--- config.mk ---
export PLATFORM = sky130hd
export DESIGN_NAME = mem_bus_arbiter
export DESIGN_NICKNAME = d
export VERILOG_FILES = /design/src/rtl/pck_bus.sv /design/src/rtl/mem_bus_arbiter.sv
export SDC_FILE = /design/constraint.sdc
export NUM_CORES = 1
export LEC_CHECK = 0
export BUFFER_PORTS_ARGS = -buffer_cell sky130_fd_sc_hd__clkbuf_2
export CAP_MARGIN = 20
export CORE_AREA = 2 2 107 109
export DETAILED_ROUTE_END_ITERATION = 16
export DIE_AREA = 0 0 109 111
export PLACE_DENSITY = 0.84
export SLEW_MARGIN = 20
export SYNTH_ARGS = -nofsm -noshare
export SYNTH_HDL_FRONTEND = slang
export SYNTH_SLANG_ARGS = --single-unit
--- constraint.sdc ---
create_clock -name i_clk -period 3.4 [get_ports i_clk]
set_clock_uncertainty 0.05 [all_clocks]
set_input_delay 0.34 -clock i_clk [delete_from_list [all_inputs] [get_ports i_clk]]
set_output_delay 0.34 -clock i_clk [all_outputs]
set_load 0.01 [all_outputs]
--- src/rtl/pck_bus.sv ---
// Shared types for the core bus arbiter.
package pck_bus;

   typedef enum logic [1:0] {st_idle, st_ibus, st_dbus} arb_state_e;
   typedef enum logic {own_ibus, own_dbus} bus_owner_e;

endpackage

--- src/rtl/mem_bus_arbiter.sv ---
// Shares one single-port memory between the instruction and data buses,
// holding the granted request on the memory port until ack or timeout.
module mem_bus_arbiter
   import pck_bus::*;
#(
   parameter int unsigned p_addr_w     = 32,
   parameter int unsigned p_data_w     = 32,
   parameter int unsigned p_fixed_prio = 1,
   parameter int unsigned p_timeout    = 255
) (
   input  logic                  i_clk,
   input  logic                  i_rst,
   input  logic                  i_ibus_req,
   input  logic [p_addr_w-1:0]   i_ibus_addr,
   output logic [p_data_w-1:0]   o_ibus_rdata,
   output logic                  o_ibus_ack,
   output logic                  o_ibus_busy,
   input  logic                  i_dbus_req,
   input  logic                  i_dbus_we,
   input  logic [p_data_w/8-1:0] i_dbus_be,
   input  logic [p_addr_w-1:0]   i_dbus_addr,
   input  logic [p_data_w-1:0]   i_dbus_wdata,
   output logic [p_data_w-1:0]   o_dbus_rdata,
   output logic                  o_dbus_ack,
   output logic                  o_dbus_busy,
   output logic                  o_mem_req,
   output logic                  o_mem_we,
   output logic [p_data_w/8-1:0] o_mem_be,
   output logic [p_addr_w-1:0]   o_mem_addr,
   output logic [p_data_w-1:0]   o_mem_wdata,
   input  logic [p_data_w-1:0]   i_mem_rdata,
   input  logic                  i_mem_ack,
   output logic                  o_timeout
);

   localparam int unsigned c_cnt_w = (p_timeout > 0) ? $clog2(p_timeout + 1) : 1;
   localparam logic [c_cnt_w-1:0] c_cnt_max  = '1;
   localparam logic [c_cnt_w-1:0] c_cnt_last = c_cnt_w'((p_timeout > 0) ? p_timeout - 1 : 0);

   arb_state_e         state;
   bus_owner_e         rr_last;
   logic [c_cnt_w-1:0] tmo_cnt;
   logic               conflict;
   logic               grant_dbus;
   logic               in_grant;
   logic               tmo_hit;
   logic               done;

   // rr_last records the side served last; the other side wins the next conflict
   assign conflict   = i_ibus_req & i_dbus_req;
   assign grant_dbus = i_dbus_req & (~i_ibus_req | (p_fixed_prio != 0) | (rr_last == own_ibus));
   assign in_grant   = (state != st_idle);
   assign tmo_hit    = (p_timeout != 0) && in_grant && !i_mem_ack && (tmo_cnt == c_cnt_last);
   assign done       = in_grant & (i_mem_ack | tmo_hit) & ~i_rst;

   assign o_ibus_ack   = done & (state == st_ibus);
   assign o_dbus_ack   = done & (state == st_dbus);
   assign o_ibus_rdata = (state == st_ibus && i_mem_ack && !i_rst) ? i_mem_rdata : '0;
   assign o_dbus_rdata = (state == st_dbus && i_mem_ack && !i_rst) ? i_mem_rdata : '0;
   assign o_timeout    = tmo_hit & ~i_rst;
   assign o_ibus_busy  = in_grant | (conflict & grant_dbus);
   assign o_dbus_busy  = in_grant | (conflict & ~grant_dbus);

   always_ff @(posedge i_clk) begin
      if (i_rst) begin
         state       <= st_idle;
         rr_last     <= own_dbus;
         tmo_cnt     <= '0;
         o_mem_req   <= 1'b0;
         o_mem_we    <= 1'b0;
         o_mem_be    <= '0;
         o_mem_addr  <= '0;
         o_mem_wdata <= '0;
      end else begin
         case (state)
            st_idle: begin
               tmo_cnt <= '0;
               if (i_ibus_req || i_dbus_req) begin
                  o_mem_req <= 1'b1;
                  if (grant_dbus) begin
                     state       <= st_dbus;
                     rr_last     <= own_dbus;
                     o_mem_we    <= i_dbus_we;
                     o_mem_be    <= i_dbus_be;
                     o_mem_addr  <= i_dbus_addr;
                     o_mem_wdata <= i_dbus_wdata;
                  end else begin
                     state       <= st_ibus;
                     rr_last     <= own_ibus;
                     o_mem_we    <= 1'b0;
                     o_mem_be    <= '1;
                     o_mem_addr  <= i_ibus_addr;
                     o_mem_wdata <= '0;
                  end
               end
            end
            default: begin
               if (i_mem_ack || tmo_hit) begin
                  state       <= st_idle;
                  tmo_cnt     <= '0;
                  o_mem_req   <= 1'b0;
                  o_mem_we    <= 1'b0;
                  o_mem_be    <= '0;
                  o_mem_addr  <= '0;
                  o_mem_wdata <= '0;
               end else if (tmo_cnt != c_cnt_max) begin
                  tmo_cnt <= tmo_cnt + 1'b1;
               end
            end
         endcase
      end
   end

endmodule

==> summary.md, run 1 <==
| Metric | Value |
|---|---|
| Crit path max fanout | 8 |
| CTS tree | built |
| Number of diodes | 0 |
| Synth top area cells | dfxtp_1 (35%), o211ai_1 (11%), and2_1 (8.8%) |
| R2r setup slk | between 1500 and 2000 ps |
| Final core occ | 0.566 |
| Placer Congestion | roughly 0.77 |
| Initial drt markers | roughly 300 |
| Mapped Area | 4560 um^2 |
| Fillers | slightly above 1000 |
| Fin. Hold Viols | 0 |
| Flops & latches, synth | 80 |
| Longest Clk Path Bufs | 2 |
| CP cell instances | ha_1 > nand4_2 > o21a_1 > nor3_1 > clkbuf_2 |
| NetSw | ~0.0007 W |
| Cells after synthesis | 540 |
| Top_reg_cell synth | dfxtp_1 |
| H-tree level count | 3 |
| Core area | ~11000 um^2 |
| DIE HEIGHT | 111 um |
| Rel. slew slack | 0.344 |
| Worst r2r src | tmo_cnt[2] |
| Initial antenna violation count | 0 |
| Status | finished clean |
| Switching portion of total power | 0.284 |
| Total wire length | around 14000 um |
| PortBufs | about 280 |
| Critical Path End Type | output pin |
| Cell with the most instances after synthesis | dfxtp_1 |
| Seq/Total Area, Yosys | 0.351 |
| Top cells by count, synth | dfxtp_1 (80), a21oi_1 (72), o211ai_1 (69), and2_1 (64) |
| Total internal power | about 0.0018 W |
| Hold Buf Count CTS | 0 |
| Leak pwr | 2.83 nW |
| Fin Setup TNS | 0 ps |
| Hold_sp | i_dbus_wdata[5] |
| Finish-stage setup viols | 0 |
| CP Data Required Time | roughly 3000 ps |
| Post-synth cell types | 40 |
| CTS Buf Count | 9 |
| Max-Cap Viols | 0 |
| Final Critical Period | 2230 ps |
| Die area | approximately 12000 um^2 |
| Worst hold path type | input port to register |
| Largest net degree at the start of global routing | between 60 and 70 |
| Clock power frac | 0.389 |
| Max stage delay cell, worst path | dfxtp_1 |
| Synthesis-to-finish area growth | 37.4% |
| Fmax | between 400 and 500 MHz |
| Sequential power share | 0.414 |
| Syn_area_per_cell | roughly 8.5 um^2 |
| PostCTS Resize Cnt | 0 |
| Area fraction of the dominant cell type after synthesis | 0.351 |
| Critical path class | register to output pin |
| Drt drc | 0 |
| Number of synthesized flops with an enable pin | 0 |
| Clk sinks | 80 |
| First drt pass iteration count | 4 |
| VDD IR max | around 0.00024 V |
| Arr. time, crit path | roughly 1800 ps |
| Avg WL per Cell | ~15 um |
| Hold Path Cell Cnt | 3 |
| Number of max-slew violations in the final report | 0 |
| Antenna viol nets, final | 0 |
| Routed vias/inst | approximately 5.3 |
| Vias post-DR | 4985 |
| Clock transition at path regs | 70 ps |
| Initial core utilization | 0.412 |
| Area leader, netlist | dfxtp_1 |
| Actual slew at the worst max-slew pin | ~1000 ps |
| Vias in the first global route | ~4600 |
| First-pass GRT wire length | roughly 22000 um |
| Gr usage total | 0.226 |
| Global route overflow | 0 |
| Post-route clock period utilization | 0.655 |
| R2R depth | 4 |
| Combinational share of power | 0.197 |
| Worst reg2reg path endpoint | tmo_cnt[6] |
| Post-CTS Setup Bufs | 0 |
| Post-DP HPWL | around 10000 um |
| Clock Latency Late Sink | 330 ps |
| Async S/R FF share, synth | 0 |
| Syn_nets | between 600 and 700 |
| Die Wd | roughly 110 um |
| Power Density | 401 nW/um^2 |
| Fraction of layout cells with a size suffix above 1 | 0.421 |
| Hold Path End | o_mem_wdata[5] |
| Io pins | ~280 |
| Largest stage delay, worst path | 420 ps |
| Num rows | 39 |
| RSZ-0062 raised after global routing | no |
| Nets | 924 |
| Root Buffer | clkbuf_16 |
| Yosys warning count | 0 |
| Worst Setup Start Kind | register |
cell type report:
cell class | instances | area (um^2) | share of cell area
clock buffer | 9 | 225 | 0.0359
clock inverter | 7 | 77.6 | 0.0124
inverter | 6 | 22.5 | 0.00359
multi-input combinational | 398 | 2680 | 0.428
sequential | 80 | 1600 | 0.255
tap | 143 | 179 | 0.0285
timing repair buffer | 289 | 1480 | 0.236
stage by stage:
stage | instances | worst slack [ps] | instance area, um^2 | total power [W] | hold slack, ps
floorplan | 540 | 1650 | 4560 | 0.00135 | 431
global placement | 916 | 1200 | 5970 | 0.00155 | 451
detailed placement | 916 | 1130 | 5970 | 0.00156 | 459
CTS | 932 | 1160 | 6270 | 0.00254 | 211
global route | 932 | 1050 | 6270 | 0.00264 | 218
finish | 932 | 1170 | 6270 | 0.00251 | 221
registers in the layout, indices dropped and copies added, names as in the netlist:
signal,count
state,2
tmo_cnt,8
o_mem_be,4
o_mem_req,1
o_mem_addr,32
o_mem_wdata,32
o_mem_we,1
metal layers:
metal / routed length, um / global-route usage / up-vias
li1: - / - / 2476
met1: 6430 / 0.294 / 2346
met2: 6560 / 0.364 / 157
met3: 1120 / 0.0729 / 6
met4: 70 / 0.0496 / 0
met5: 0 / 0 / -
worst max path at each step:
stage               startpoint         endpoint  depth (start not counted)
floorplan           tmo_cnt[1]        o_timeout                          5
global placement    i_dbus_req  o_mem_wdata[17]                          5
detailed placement  i_dbus_req  o_mem_wdata[25]                          5
CTS                 tmo_cnt[1]       o_ibus_ack                          5
global route        tmo_cnt[1]       o_ibus_ack                          5
finish              tmo_cnt[1]       o_ibus_ack                          5
logic make-up after synthesis:
kind of cell,count (synthesis),synth area share
compound gates,191,0.287
buf+inv,62,0.0639
flops,80,0.351
simple gates,171,0.210
fa+ha+maj,2,0.00548
mux,32,0.0790
xor+xnor,2,0.00384
critical path, delay by kind of cell (launching register included):
kind            cells  cell delay (ps)
flops               1              420
simple gates        2              410
compound gates      1              300
fa+ha+maj           1              200
buf+inv             1              180
power by group through the flow:
stage	Sequential (W)	Clock [W]	Combinational (W)
2_1_floorplan	0.00108	0	0.000271
3_3_place_gp	0.00106	0	0.000488
3_5_place_dp	0.00106	0	0.000498
4_1_cts	0.00104	0.000997	0.000500
5_1_grt	0.00105	0.00104	0.000549
6_report	0.00104	0.000977	0.000496
layout by cell type (no fill, tap or decap), types with 4 or more instances in the layout:
cell / netlist / routed
mux2_2: 20 / 20
nand2_1: 39 / 39
o211ai_1: 69 / 69
nor3_1: 8 / 8
and2_1: 64 / 64
a311oi_1: 33 / 33
clkbuf_16: 0 / 9
nand2b_1: 39 / 39
inv_1: 6 / 6
nor2_1: 6 / 5
o311ai_0: 4 / 4
dfxtp_1: 80 / 80
mux2_1: 12 / 12
clkbuf_2: 0 / 276
a21oi_1: 72 / 72
o21a_1: 4 / 4
buf_4: 1 / 13
(Power assumes the default switching activity.)
==> run 2, diff against run 1 <==
Settings changed: CORE_AREA 2 2 107 109 to 2 2 108 110, DIE_AREA 0 0 109 111 to 0 0 110 112, PLACE_DENSITY 0.84 to 0.83.
Clock period 3.4 ns to 2.05 ns, I/O delays scaled along.
==> run 2 against run 1 <==
Sequential share of layout area is 0.34 points lower. Sequential power is 66% higher. Sequential cell count stayed put. Combinational power is 68% higher. Global-route usage is 1.2 points lower. Design area is 1.4% higher. Final cell count is 0.11% higher.
==> summary.md, run 2 (synthesis results as in run 1) <==
| Metric | Value |
|---|---|
| CP Depth | 5 (unchanged) |
| Met1 Use GR | 0.294 (about the same) |
| Die area | 12300 um^2 (+1.8%) |
| Fin Setup TNS | 0 ps (unchanged) |
| Initial drt markers | 239 (-19%) |
| Clock Latency Late Sink | 330 ps (about the same) |
| Clk sinks | 80 (unchanged) |
| Final core occ | 0.569 (+0.00301) |
| Fin. Hold Viols | 0 (unchanged) |
| RSZ-0062 raised after global routing | no |
| Initial core utilization | 0.408 (-0.00360) |
| Antenna viol nets, final | 0 (unchanged) |
| Total wire length | 14000 um (-1.5%) |
| VDD IR max | 0.000416 V (+76%) |
| Max stage delay cell, worst path | dfxtp_2 |
| Nets | 926 (+0.22%) |
| Largest stage delay, worst path | 370 ps (-50 ps) |
| Die Wd | 110 um (+0.92%) |
| Post-DP HPWL | 10200 um (-1.7%) |
| Fraction of layout cells with a size suffix above 1 | 0.423 (+0.00200) |
| Vias in the first global route | 4292 (-6.5%) |
| Worst Setup Start Kind | register |
| Longest Clk Path Bufs | 2 (unchanged) |
| Buf/Inv on CP | 1 (unchanged) |
| Max-Cap Viols | 0 (unchanged) |
| Power Density | 673 nW/um^2 (+68%) |
| Core area | 11200 um^2 (+0.88%) |
| Synthesis-to-finish area growth | 39.3% |
| First drt pass iteration count | 5 (+1) |
| PortBufs | 276 (unchanged) |
| Number of diodes | 0 (unchanged) |
| CP cell instances | ha_1 > nand4_2 > o21a_1 > nor3_1 > clkbuf_2 |
| Gr usage total | 0.214 (-0.0122) |
| Root Buffer | clkbuf_16 |
| Largest net degree at the start of global routing | 74 (+8.8%) |
| Arr. time, crit path | 1640 ps (-200 ps) |
| Num rows | 39 (unchanged) |
| Crit path max fanout | 6 (-2) |
| Vias post-DR | 4918 (-1.3%) |
| Final Critical Period | approximately 1900 ps |
| Placer Congestion | 0.815 (+5.4%) |
| DIE HEIGHT | 112 um (+0.90%) |
| Area of the multi-input gates | 2680 um^2 (unchanged) |
| H-tree level count | 3 (unchanged) |
| Critical Path End Type | output pin |
| Crit path max-delay family | flip-flops |
| Routed vias/inst | 5.27 (-1.4%) |
| Initial antenna violation count | 0 (unchanged) |
| R2R depth | 5 (+1) |
| CTS tree | built |
| Fmax | 527 MHz |
| Most used routing layer | met2 |
| Finish-stage setup viols | 0 (unchanged) |
| Fillers | 1018 (-1.9%) |
| Rel. slew slack | 0.674 (+0.330) |
| Storage cell area | 1600 um^2 (about the same) |
| Post-route clock period utilization | 0.926 |
| Largest registers | o_mem_addr: 32 flops, o_mem_wdata: 32 flops, tmo_cnt: 8 flops |
| Avg WL per Cell | 15.0 um (-1.6%) |
| First-pass GRT wire length | 21400 um (-4.3%) |
| GR met2 Demand/Resource | 0.321 (-0.0429) |
| R2r setup slk | 420 ps (-1120 ps) |
| Drt drc | 0 (unchanged) |
| Critical path class | register to output pin |
| Global route overflow | 0 (unchanged) |
| Worst hold path type | input port to register |
| Hold Buf Count CTS | 0 (unchanged) |
| Clock transition at path regs | 70 ps (about the same) |
| Met3 usage | 0.0814 (+0.00848) |
| Most common cell after layout, fill and taps aside | clkbuf_2 |
| Number of max-slew violations in the final report | 0 (unchanged) |
| Hold Path Cell Cnt | 3 (unchanged) |
| Most frequent cells in the layout | clkbuf_2 (276), dfxtp_1 (79), a21oi_1 (72), o211ai_1 (69), and2_1 (64) |
| Actual slew at the worst max-slew pin | 490 ps (-495 ps) |
| CTS Buf Count | 9 (unchanged) |
| Leak pwr | 2.86 nW (+1.2%) |
| Status | finished clean |
| Io pins | 277 (unchanged) |
| CP Data Required Time | 1790 ps (-1220 ps) |
==> run 2: cell types whose count changed in the layout (fill, tap and decap cells not counted), sizes merged <==
| cell | delta |
|---|---|
| bufinv | +1 |
| buf | +2 |
| clkinvlp | +1 |
| clkinv | -3 |
==> run 2: cell type report <==
type	count	share of cell area
clock buffer	9	0.0354
timing repair buffer	291	0.244
tap	143	0.0281
sequential	80	0.252
multi-input combinational	398	0.422
clock inverter	6	0.0146
inverter	6	0.00354
==> run 2: through the flow <==
stage | power [W] | hold slack [ps] | cells | setup slack, ps | area [um^2]
floorplan | 0.00224 | 315 | 540 | 435 | 4560
global placement | 0.00257 | 418 | 918 | 348 | 6020
detailed placement | 0.00259 | 431 | 918 | 276 | 6020
CTS | 0.00431 | 70.2 | 933 | 23.5 | 6340
global route | 0.00449 | 64.9 | 933 | 10.1 | 6360
finish | 0.00428 | 81.0 | 933 | 152 | 6360
==> run 2: worst paths after layout <==
kind                                  startpoint               to
worst min-delay path            i_dbus_wdata[18]  o_mem_wdata[18]
worst min register to register     o_mem_addr[6]    o_mem_addr[6]
worst max register to register        tmo_cnt[1]       tmo_cnt[4]
worst max-delay path                  tmo_cnt[1]       o_dbus_ack
==> run 2: layer usage <==
metal	vias up	wire [um]
li1	2473	-
met1	2247	6250
met2	189	6350
met3	9	1280
met4	0	101
met5	-	0
==> run 2: timing repair <==
action                     4_1_cts  5_1_grt
buffers inserted                 0        0
setup endpoints to repair        0        3
resized for setup                0        6
==> run 2: tightest hold or removal path, delay by kind of cell <==
| family | cells | cell delay (ps) |
|---|---|---|
| buffers and inverters | 1 | 90 |
| AO/OA/AOI/OAI | 1 | 70 |
| AND/OR/NAND/NOR | 1 | 50 |
==> run 2: report_power, final <==
part           switching (W)  internal (W)  total, W  leakage (nW)
Clock               0.000654       0.00107   0.00172         0.149
Combinational       0.000444      0.000387  0.000831          2.06
Sequential         0.0000716       0.00165   0.00173         0.656
Total                0.00117       0.00311   0.00428          2.86
